--- config.mk ---
export PLATFORM = sky130hd
export DESIGN_NAME = matrix_accel_sequencer
export DESIGN_NICKNAME = d
export VERILOG_FILES = /design/src/rtl/matrix_accel_sequencer.sv
export SDC_FILE = /design/constraint.sdc
export NUM_CORES = 1
export LEC_CHECK = 0
export BUFFER_PORTS_ARGS = -buffer_cell sky130_fd_sc_hd__buf_2
export CORE_AREA = 8 8 254 256
export DETAILED_ROUTE_END_ITERATION = 16
export DIE_AREA = 0 0 262 264
export GPL_ROUTABILITY_DRIVEN = 1
export GPL_TIMING_DRIVEN = 0
export SETUP_SLACK_MARGIN = 0.1
export SLEW_MARGIN = 20
export SYNTH_ARGS = -nofsm -noshare
export SYNTH_HDL_FRONTEND = slang
export SYNTH_SLANG_ARGS = --single-unit
--- constraint.sdc ---
create_clock -name Clk -period 25.7 [get_ports Clk]
set_input_delay 5.14 -clock Clk [delete_from_list [all_inputs] [get_ports Clk]]
set_output_delay 5.14 -clock Clk [all_outputs]
set_load 0.1 [all_outputs]
--- src/rtl/matrix_accel_sequencer.sv ---
// Sequences one multiply-accumulate job through the matrix accelerator
// datapath: multipliers, crossbar, per-output adders, final adder.
//
// Ports:
//   Clk, Rst            clock, async active-high reset
//   cmd_*               host operand beat (valid/ready, last, direct, operands)
//   multiplier_input,
//   multiplicand_input  registered operands to the multiplier array
//   mStart / mReady     per-lane multiply start pulse / ready
//   AddressSelect,
//   direct, Add         crossbar select, direct mode, per-output add strobes
//   finalAdd /
//   finalReady,
//   finalAccumulate     final reduction start / done / sum
//   res_*               result handshake and captured result
//   busy, err, err_clr  status, sticky timeout flag and its clear
module matrix_accel_sequencer #(
  parameter int IN_PORTS  = 4,
  parameter int OUT_PORTS = 4,
  parameter int BIT_LEN   = 32,
  parameter int ADDR_LEN  = 2,
  parameter int TIMEOUT   = 1023
) (
  input  logic                          Clk,
  input  logic                          Rst,
  input  logic                          cmd_valid,
  output logic                          cmd_ready,
  input  logic                          cmd_last,
  input  logic                          cmd_direct,
  input  logic [IN_PORTS*BIT_LEN-1:0]   cmd_multiplier,
  input  logic [IN_PORTS*BIT_LEN-1:0]   cmd_multiplicand,
  output logic [IN_PORTS*BIT_LEN-1:0]   multiplier_input,
  output logic [IN_PORTS*BIT_LEN-1:0]   multiplicand_input,
  output logic [IN_PORTS-1:0]           mStart,
  input  logic [IN_PORTS-1:0]           mReady,
  output logic [ADDR_LEN-1:0]           AddressSelect,
  output logic                          direct,
  output logic [OUT_PORTS-1:0]          Add,
  output logic                          finalAdd,
  input  logic                          finalReady,
  input  logic [2*BIT_LEN-1:0]          finalAccumulate,
  output logic                          res_valid,
  input  logic                          res_ready,
  output logic [2*BIT_LEN-1:0]          res_data,
  output logic                          busy,
  output logic                          err,
  input  logic                          err_clr
);

  localparam int CW = $clog2(TIMEOUT + 1);
  localparam int RW = $clog2(2 * OUT_PORTS);

  typedef enum logic [2:0] {
    IDLE, LOAD, MWAIT, ROUTE, FINAL, FWAIT, DONE
  } state_t;

  state_t              state;
  logic [IN_PORTS-1:0] done_q;
  logic [CW-1:0]       tcnt;
  logic [RW-1:0]       rcnt;
  logic                last_q;
  logic                dir_q;

  logic [IN_PORTS-1:0] done_nx;
  logic                tmo;
  logic [RW-1:0]       rnx;
  logic [RW-1:0]       rlast;

  // lanes may report on different cycles, so ready is accumulated
  assign done_nx = done_q | mReady;
  assign tmo     = (tcnt >= CW'(TIMEOUT - 1));
  assign rnx     = rcnt + RW'(1);
  // ROUTE cycle index: even = select set up, odd = registered xbar out valid
  assign rlast   = dir_q ? RW'(1) : RW'(2 * OUT_PORTS - 1);
  assign busy    = (state != IDLE);

  always_ff @(posedge Clk or posedge Rst) begin
    if (Rst) begin
      state              <= IDLE;
      cmd_ready          <= 1'b0;
      multiplier_input   <= '0;
      multiplicand_input <= '0;
      mStart             <= '0;
      AddressSelect      <= '0;
      direct             <= 1'b0;
      Add                <= '0;
      finalAdd           <= 1'b0;
      res_valid          <= 1'b0;
      res_data           <= '0;
      err                <= 1'b0;
      done_q             <= '0;
      tcnt               <= '0;
      rcnt               <= '0;
      last_q             <= 1'b0;
      dir_q              <= 1'b0;
    end else begin
      mStart   <= '0;
      Add      <= '0;
      finalAdd <= 1'b0;
      // a timeout later in this block overrides the clear
      if (err_clr) err <= 1'b0;
      case (state)
        IDLE: begin
          if (cmd_valid && cmd_ready) begin
            multiplier_input   <= cmd_multiplier;
            multiplicand_input <= cmd_multiplicand;
            last_q             <= cmd_last;
            dir_q              <= cmd_direct;
            mStart             <= '1;
            cmd_ready          <= 1'b0;
            state              <= LOAD;
          end else begin
            cmd_ready <= 1'b1;
          end
        end
        LOAD: begin
          done_q <= '0;
          tcnt   <= '0;
          state  <= MWAIT;
        end
        MWAIT: begin
          done_q <= done_nx;
          if (&done_nx) begin
            rcnt          <= '0;
            direct        <= dir_q;
            AddressSelect <= '0;
            state         <= ROUTE;
          end else if (tmo) begin
            err       <= 1'b1;
            cmd_ready <= 1'b1;
            state     <= IDLE;
          end else if (tcnt != CW'(TIMEOUT)) begin
            tcnt <= tcnt + CW'(1);
          end
        end
        ROUTE: begin
          if (rcnt == rlast) begin
            direct        <= 1'b0;
            AddressSelect <= '0;
            if (last_q) begin
              finalAdd <= 1'b1;
              state    <= FINAL;
            end else begin
              cmd_ready <= 1'b1;
              state     <= IDLE;
            end
          end else begin
            rcnt <= rnx;
            if (dir_q) begin
              Add <= '1;
            end else begin
              AddressSelect <= ADDR_LEN'(rnx >> 1);
              if (rnx[0]) Add <= OUT_PORTS'(1) << (rnx >> 1);
            end
          end
        end
        FINAL: begin
          tcnt  <= '0;
          state <= FWAIT;
        end
        FWAIT: begin
          if (finalReady) begin
            res_data  <= finalAccumulate;
            res_valid <= 1'b1;
            state     <= DONE;
          end else if (tmo) begin
            err       <= 1'b1;
            cmd_ready <= 1'b1;
            state     <= IDLE;
          end else if (tcnt != CW'(TIMEOUT)) begin
            tcnt <= tcnt + CW'(1);
          end
        end
        DONE: begin
          if (res_ready) begin
            res_valid <= 1'b0;
            cmd_ready <= 1'b1;
            state     <= IDLE;
          end
        end
        default: state <= IDLE;
      endcase
    end
  end

endmodule

# Word level (Yosys, flattened, before mapping)
# Cells that the tools add are included.
[classes]
n_addsub = 2
n_lt_le_gt_ge = 1
eq_ne = 18
shifts = 1
muxes = 50
bitwise_logic = 1
n_reduce_logical = 19
[ops]
columns = ["cell", "n"]
rows = [
  ["$mux W10", 4],
  ["$mux W3", 10],
  ["$pmux W10 S3", 1],
  ["$mux W4", 6],
  ["$pmux W3 S7", 1],
  ["$mux W1", 18],
  ["$ne A2 B2 Y1 const B", 9],
  ["$reduce_and A3 Y1", 6],
  ["$add A10 B1 Y10 const B", 1],
  ["$ge A10 B10 Y1 const B", 1],
  ["$ne A10 B10 Y1 const B", 1],
  ["$eq A3 B3 Y1 const B", 3],
  ["$pmux W4 S2", 1],
  ["$eq A3 B2 Y1 const B", 2],
  ["$mux W2", 3],
  ["$pmux W1 S2", 3],
  ["$pmux W3 S2", 1],
  ["$reduce_and A6 Y1", 1],
  ["$reduce_bool A2 Y1", 3],
  ["$reduce_bool A3 Y1", 2],
  ["$pmux W1 S5", 1],
  ["$reduce_bool A5 Y1", 1],
  ["$or A4 B4 Y4", 1],
  ["$pmux W2 S2", 1],
  ["10 further kinds", 11],
]
[totals]
reg_bits = 357
input_bits = 332
output_inout_bits = 336
word_cells = 109

# Depth between registers and ports, before layout
# Gate-level depths: netlist (run 1).
[depth]
word_depth = 6
ltp_mapped = 6
ltp_nobuf = 6

# Worst setup path before layout (run 1)
# No wires, ideal clock.
[synth_timing]
path_type = "flip-flop to output port"
from = "reg, netlist name mStart[2]"
to = "out mStart[1]"
arrival_time_ps = 1357
t_required_ps = 20560
path_slack_ps = 19203
path_stages_with_launch = 2
n_path_buf = 1
path_cell_list = "dfrtp_1 -> buf_4"
[synth_lines]
columns = ["element", "line", "text"]
rows = [
  ["to (decl)", "34", "output logic [IN_PORTS-1:0] mStart,"],
]

# Final worst setup path (run 1)
[layout_timing]
from = "reg state[2]"
to = "out busy"
[layout_between]
elab_chain_cells = 1
[layout_lines]
columns = ["element", "line", "text"]
rows = [
  ["from (decl)", "57", "state_t state;"],
  ["from (signal assigned)", "79", "state <= IDLE;"],
  ["from (signal assigned)", "111", "state <= LOAD;"],
  ["from (signal assigned)", "119", "state <= MWAIT;"],
  ["$reduce_bool A3 Y1", "75", "assign busy = (state != IDLE);"],
  ["to (decl)", "45", "output logic busy,"],
]
# No other way between the ends.

==> impl_metrics.env, run 1 <==
export IMPL_fmax_ghz=0.144
export IMPL_ios=668
export IMPL_synth_nets=1215
export IMPL_clock_skew_ns=0.0163
export IMPL_cap_violations=0
export IMPL_grt_max_degree=105
export IMPL_synth_seq_cells=354
export IMPL_cp_required_ns=20.56
export IMPL_ff2ff_setup_slack_ns=23.40
export IMPL_finalMaxSlewViolations=0
export IMPL_synth_edf_count=0
export IMPL_yosys_area_top_type="dfrtp_1"
export IMPL_arrival_ns=1.78
export IMPL_die_w_um=262
export IMPL_synth_area_per_cell_um2=15.7
export IMPL_worstSetupStartpointType="register"
export IMPL_core_um2=60800
export IMPL_ys_flop_type="dfrtp_1"
export IMPL_fp_row_count=91
export IMPL_wl_mm=45.5
export IMPL_final_seq_area_um2=8860
export IMPL_grt_usage=0.125
export IMPL_area_growth_syn_to_layout_pct=41.1
export IMPL_status="completed"
export IMPL_finalSetupTns_ns=0
export IMPL_worst_setup_path_type="register to primary output"
export IMPL_htreeDepth=2
export IMPL_multi_input_area_um2=4540
export IMPL_first_pass_iters=6
export IMPL_setup_viol=0
export IMPL_dieHeight_um=264
export IMPL_endpoint_kind="primary output"
export IMPL_post_cts_resized=0
export IMPL_synth_top_area_share=0.640
export IMPL_grt_pass1_wl_mm=67.5
export IMPL_fin_crit_sh=0.269
export IMPL_grt_setup_unrepaired="no"
export IMPL_drt_first_iter_violations=358
export IMPL_final_nets=1928
export IMPL_async_flop_share=1.00
export IMPL_tightest_slew_ns=0.765
export IMPL_cp_max_fo=5
export IMPL_portBuffers=667
export IMPL_die_area_um2=69200
export IMPL_grt_pass1_vias=10904
export IMPL_grt_overflow=0
export IMPL_initial_core_util=0.228
export IMPL_fin_crit_ns=6.92
export IMPL_ys_seq_area_frac=0.640
export IMPL_drc=0
export IMPL_avgRoutedWirePerCell_um=18.9
export IMPL_gp_congestion=0.833
export IMPL_post_cts_buffers=0
export IMPL_ys_warn_count=0
export IMPL_vias_per_cell=4.16
export IMPL_cts_hold_repair_buffers=0
export IMPL_clock_sinks=354
export IMPL_grt_antenna_before_repair=10
export IMPL_path_clk_slew_ns=0.06
export IMPL_cts_buffer_depth=3
export IMPL_synth_cell_types=51
export IMPL_clk_latency_ns=0.54
export IMPL_synthCells=880
export IMPL_slew_limit_headroom=0.485
export IMPL_worstHoldPathType="register to register"
export IMPL_fillCellCount=6134
export IMPL_drive_gt1_frac=0.659
export IMPL_clockRootBuffer="clkbuf_16"
export IMPL_place_hpwl_mm=36.5
export IMPL_postRouteAntennaNets=0
export IMPL_dr_total_vias=10033
export IMPL_netlist_area_um2=13800
export IMPL_cts_tree="done"
export IMPL_hold_viol_final=0
export IMPL_cts_made_buffers=41
export IMPL_synth_area_leaders="dfrtp_1, mux2_2, mux2_1"
-- path summary, 6_finish.rpt --
path / from / end / cells past startpoint
min in group asynchronous: Rst / multiplier_input[72] / 2
worst min-delay path: tcnt[5] / tcnt[5] / 1
max in group asynchronous: Rst / AddressSelect[1] / 4
worst max-delay path: state[2] / busy / 3
worst max register to register: state[2] / multiplier_input[120] / 6
worst min register to register: tcnt[5] / tcnt[5] / 1
-- state kept, by name (all words and copies together), names as in the netlist, 2 cells and up --
register and count:
tcnt 10, Add 4, multiplicand_input 128, AddressSelect 2, res_data 64, done_q 4
state 3, rcnt 3, multiplier_input 128
-- worst max-delay path: stages, from the launching register on --
cell and delay, ns:
dfrtp_1 0.46, nor3_1 0.37, inv_2 0.10, buf_2 0.31
-- placed cells by master (no fill, tap or decap), drive strengths merged, types with 3 or more instances in the layout --
cell type / n
nor2b: 5
a22o: 3
clkinv: 5
ha: 3
inv: 11
nand2b: 3
clkbuf: 64
diode: 6
a21oi: 19
nor2: 14
or4: 4
mux2: 322
dfrtp: 354
nand2: 17
o22ai: 7
buf: 713
nor3: 7
mux2i: 3
o21ai: 17
o31ai: 5
nand3: 10
a31oi: 5
-- metal layers --
layer	track usage	routed length (µm)
met3	0.0416	3940
met1	0.133	16400
met4	0.0406	1210
met5	0	0
met2	0.228	24000
-- through the flow --
stage / setup slack [ns] / utilization / hold slack (ns) / cell area (µm²) / std cells
3_3_place_gp: 7.12 / 0.299 / 0.457 / 18200 / 2337
2_1_floorplan: 10.74 / - / 0.440 / 13800 / 880
4_1_cts: 18.73 / 0.321 / 0.480 / 19500 / 2407
3_5_place_dp: 18.89 / 0.300 / 0.470 / 18300 / 2340
5_1_grt: 18.67 / 0.321 / 0.493 / 19500 / 2412
6_report: 18.78 / 0.321 / 0.474 / 19500 / 2413
-- area by class of cell --
type	count	area share
timing repair buffer	670	0.175
multi-input combinational	468	0.233
antenna	6	0.000769
inverter	9	0.00211
tap	790	0.0506
sequential	354	0.453
clock buffer	58	0.0605
clock inverter	9	0.00410
buffer	49	0.0206
-- cell usage after synthesis (all sizes together), types with 2 or more instances --
library cell	number
a22o	3
buf	43
nor3	7
nand2b	3
mux2i	3
mux2	322
xor2	2
clkbuf	6
and2	2
a31oi	5
or4	4
o21ai	17
nand2	17
a21oi	19
inv	9
or2	2
nor2	14
and2b	2
o31ai	5
dfrtp	354
nor2b	5
nand3	10
nand4	2
nand3b	2
o22ai	7
ha	3
-- cell families after synthesis --
| family | Yosys count | share of synthesized area |
|---|---|---|
| adders and majority gates | 3 | 0.00271 |
| and+or+nand+nor | 76 | 0.0306 |
| DFF | 354 | 0.640 |
| muxes | 325 | 0.264 |
| xor gates and xnor gates | 3 | 0.00190 |
| AOI/OAI and AO/OA | 61 | 0.0289 |
| buffers and inverters | 58 | 0.0316 |
Power of run 1 is left out: the tool's default activity adds up to more than one toggle a clock period on the data nets, which glitch-free logic cannot reach.
==> inputs of run 2 (changes only) <==
==> constraint.sdc (replaced) <==
create_clock -name Clk -period 6.4 [get_ports Clk]
set_input_delay 1.28 -clock Clk [delete_from_list [all_inputs] [get_ports Clk]]
set_output_delay 1.28 -clock Clk [all_outputs]
set_load 0.1 [all_outputs]
==> impl_metrics.env, run 2 (same netlist as run 1, synthesis figures left out) <==
export IMPL_drt_first_iter_violations=376
export IMPL_setup_viol=0
export IMPL_grt_overflow=0
export IMPL_slew_limit_headroom=0.492
export IMPL_dr_total_vias=10057
export IMPL_drc=0
export IMPL_clock_sinks=354
export IMPL_fillCellCount=6092
export IMPL_wl_mm=45.0
export IMPL_tightest_slew_ns=0.755
export IMPL_avgRoutedWirePerCell_um=18.6
export IMPL_worstSetupStartpointType="register"
export IMPL_dpl_cell_area_um2=18400
export IMPL_fp_row_count=91
export IMPL_path_clk_slew_ns=0.06
export IMPL_hold_viol_final=0
export IMPL_finalMaxSlewViolations=0
export IMPL_reg2reg_depth=6
export IMPL_worst_setup_path_type="register to primary output"
export IMPL_final_nets=1937
export IMPL_fin_crit_sh=0.475
export IMPL_layout_setup_ws_ns=3.36
export IMPL_clk_latency_ns=0.54
export IMPL_worstHoldPathType="register to register"
export IMPL_hold_depth=2
export IMPL_cts_tree="done"
export IMPL_final_common_cell="buf_2"
export IMPL_vias_per_cell=4.15
export IMPL_reg_largest_list="multiplicand_input x128, multiplier_input x128, res_data x64"
export IMPL_cap_violations=0
export IMPL_dieHeight_um=264
export IMPL_drive_gt1_frac=0.663
export IMPL_final_seq_area_um2=8860
export IMPL_post_cts_resized=0
export IMPL_initial_core_util=0.228
export IMPL_cts_hold_repair_buffers=0
export IMPL_mostFrequentLayoutCells="buf_2, dfrtp_1, mux2_2"
export IMPL_grt_antenna_before_repair=5
export IMPL_core_um2=60800
export IMPL_ios=668
export IMPL_first_pass_iters=4
export IMPL_postRouteAntennaNets=0
export IMPL_die_w_um=262
export IMPL_gp_congestion=0.821
export IMPL_htreeDepth=2
export IMPL_area_growth_syn_to_layout_pct=42.9
export IMPL_grt_setup_unrepaired="no"
export IMPL_grt_max_degree=36
export IMPL_pre_cts_slack_ns=3.24
export IMPL_multi_input_area_um2=4540
export IMPL_arrival_ns=1.76
export IMPL_status="completed"
export IMPL_final_area_um2=19800
export IMPL_endpoint_kind="primary output"
export IMPL_cp_required_ns=5.12
export IMPL_die_area_um2=69200
export IMPL_fmax_ghz=0.329
export IMPL_post_cts_buffers=0
export IMPL_cts_buffer_depth=3
export IMPL_place_hpwl_mm=36.3
export IMPL_clockRootBuffer="clkbuf_16"
export IMPL_clock_skew_ns=0.0122
export IMPL_grt_pass1_vias=11124
export IMPL_fin_util=0.325
export IMPL_grt_usage=0.124
export IMPL_hold_slack_ns=0.468
export IMPL_cts_made_buffers=41
export IMPL_fin_crit_ns=3.04
export IMPL_portBuffers=667
export IMPL_cp_max_fo=5
export IMPL_grt_pass1_wl_mm=67.2
## run 2: cell types whose count changed in the layout (fill, tap and decap cells not counted), sizes merged
cell    delta
diode      -3
bufinv     +1
inv        -1
clkinv     +4
buf        +9
## run 2: per-stage QoR
step	setup TNS [ns]	std cells
floorplan	0	880
global placement	-531.39	2337
detailed placement	0	2349
CTS	0	2420
global route	0	2423
finish	0	2423
## run 2: path summary, 6_finish.rpt
path	start	end	slack (ns)
min in group asynchronous	Rst	multiplicand_input[121]	0.79
worst min-delay path	tcnt[9]	tcnt[9]	0.47
max in group asynchronous	Rst	rcnt[2]	3.87
worst min register to register	tcnt[9]	tcnt[9]	0.47
worst max-delay path	state[2]	busy	3.36
worst max register to register	state[2]	multiplicand_input[1]	4.02
## run 2: routing by layer
metal	global-route usage	vias to the layer above	wire (µm)
li1	-	4577	-
met1	0.133	5017	16500
met2	0.229	387	23900
met3	0.0339	76	3400
met4	0.0427	0	1240
met5	0	-	0
## run 2: area by class of cell
cell class,count,area share
flip-flops and latches,354,0.448
multi-input cells,468,0.230
repair buffers,679,0.182
clock buffers,58,0.0613
well taps,790,0.0500
plain buffers,49,0.0204
clock inverters,13,0.00639
inverters,9,0.00190
diodes,3,0.000380
## run 2: worst max-delay path, cell delays in order (launching register included)
cell,delay [ns]
dfrtp_1,0.46
nor3_1,0.36
inv_2,0.09
buf_2,0.31
Power of run 2 is left out for the same reason.
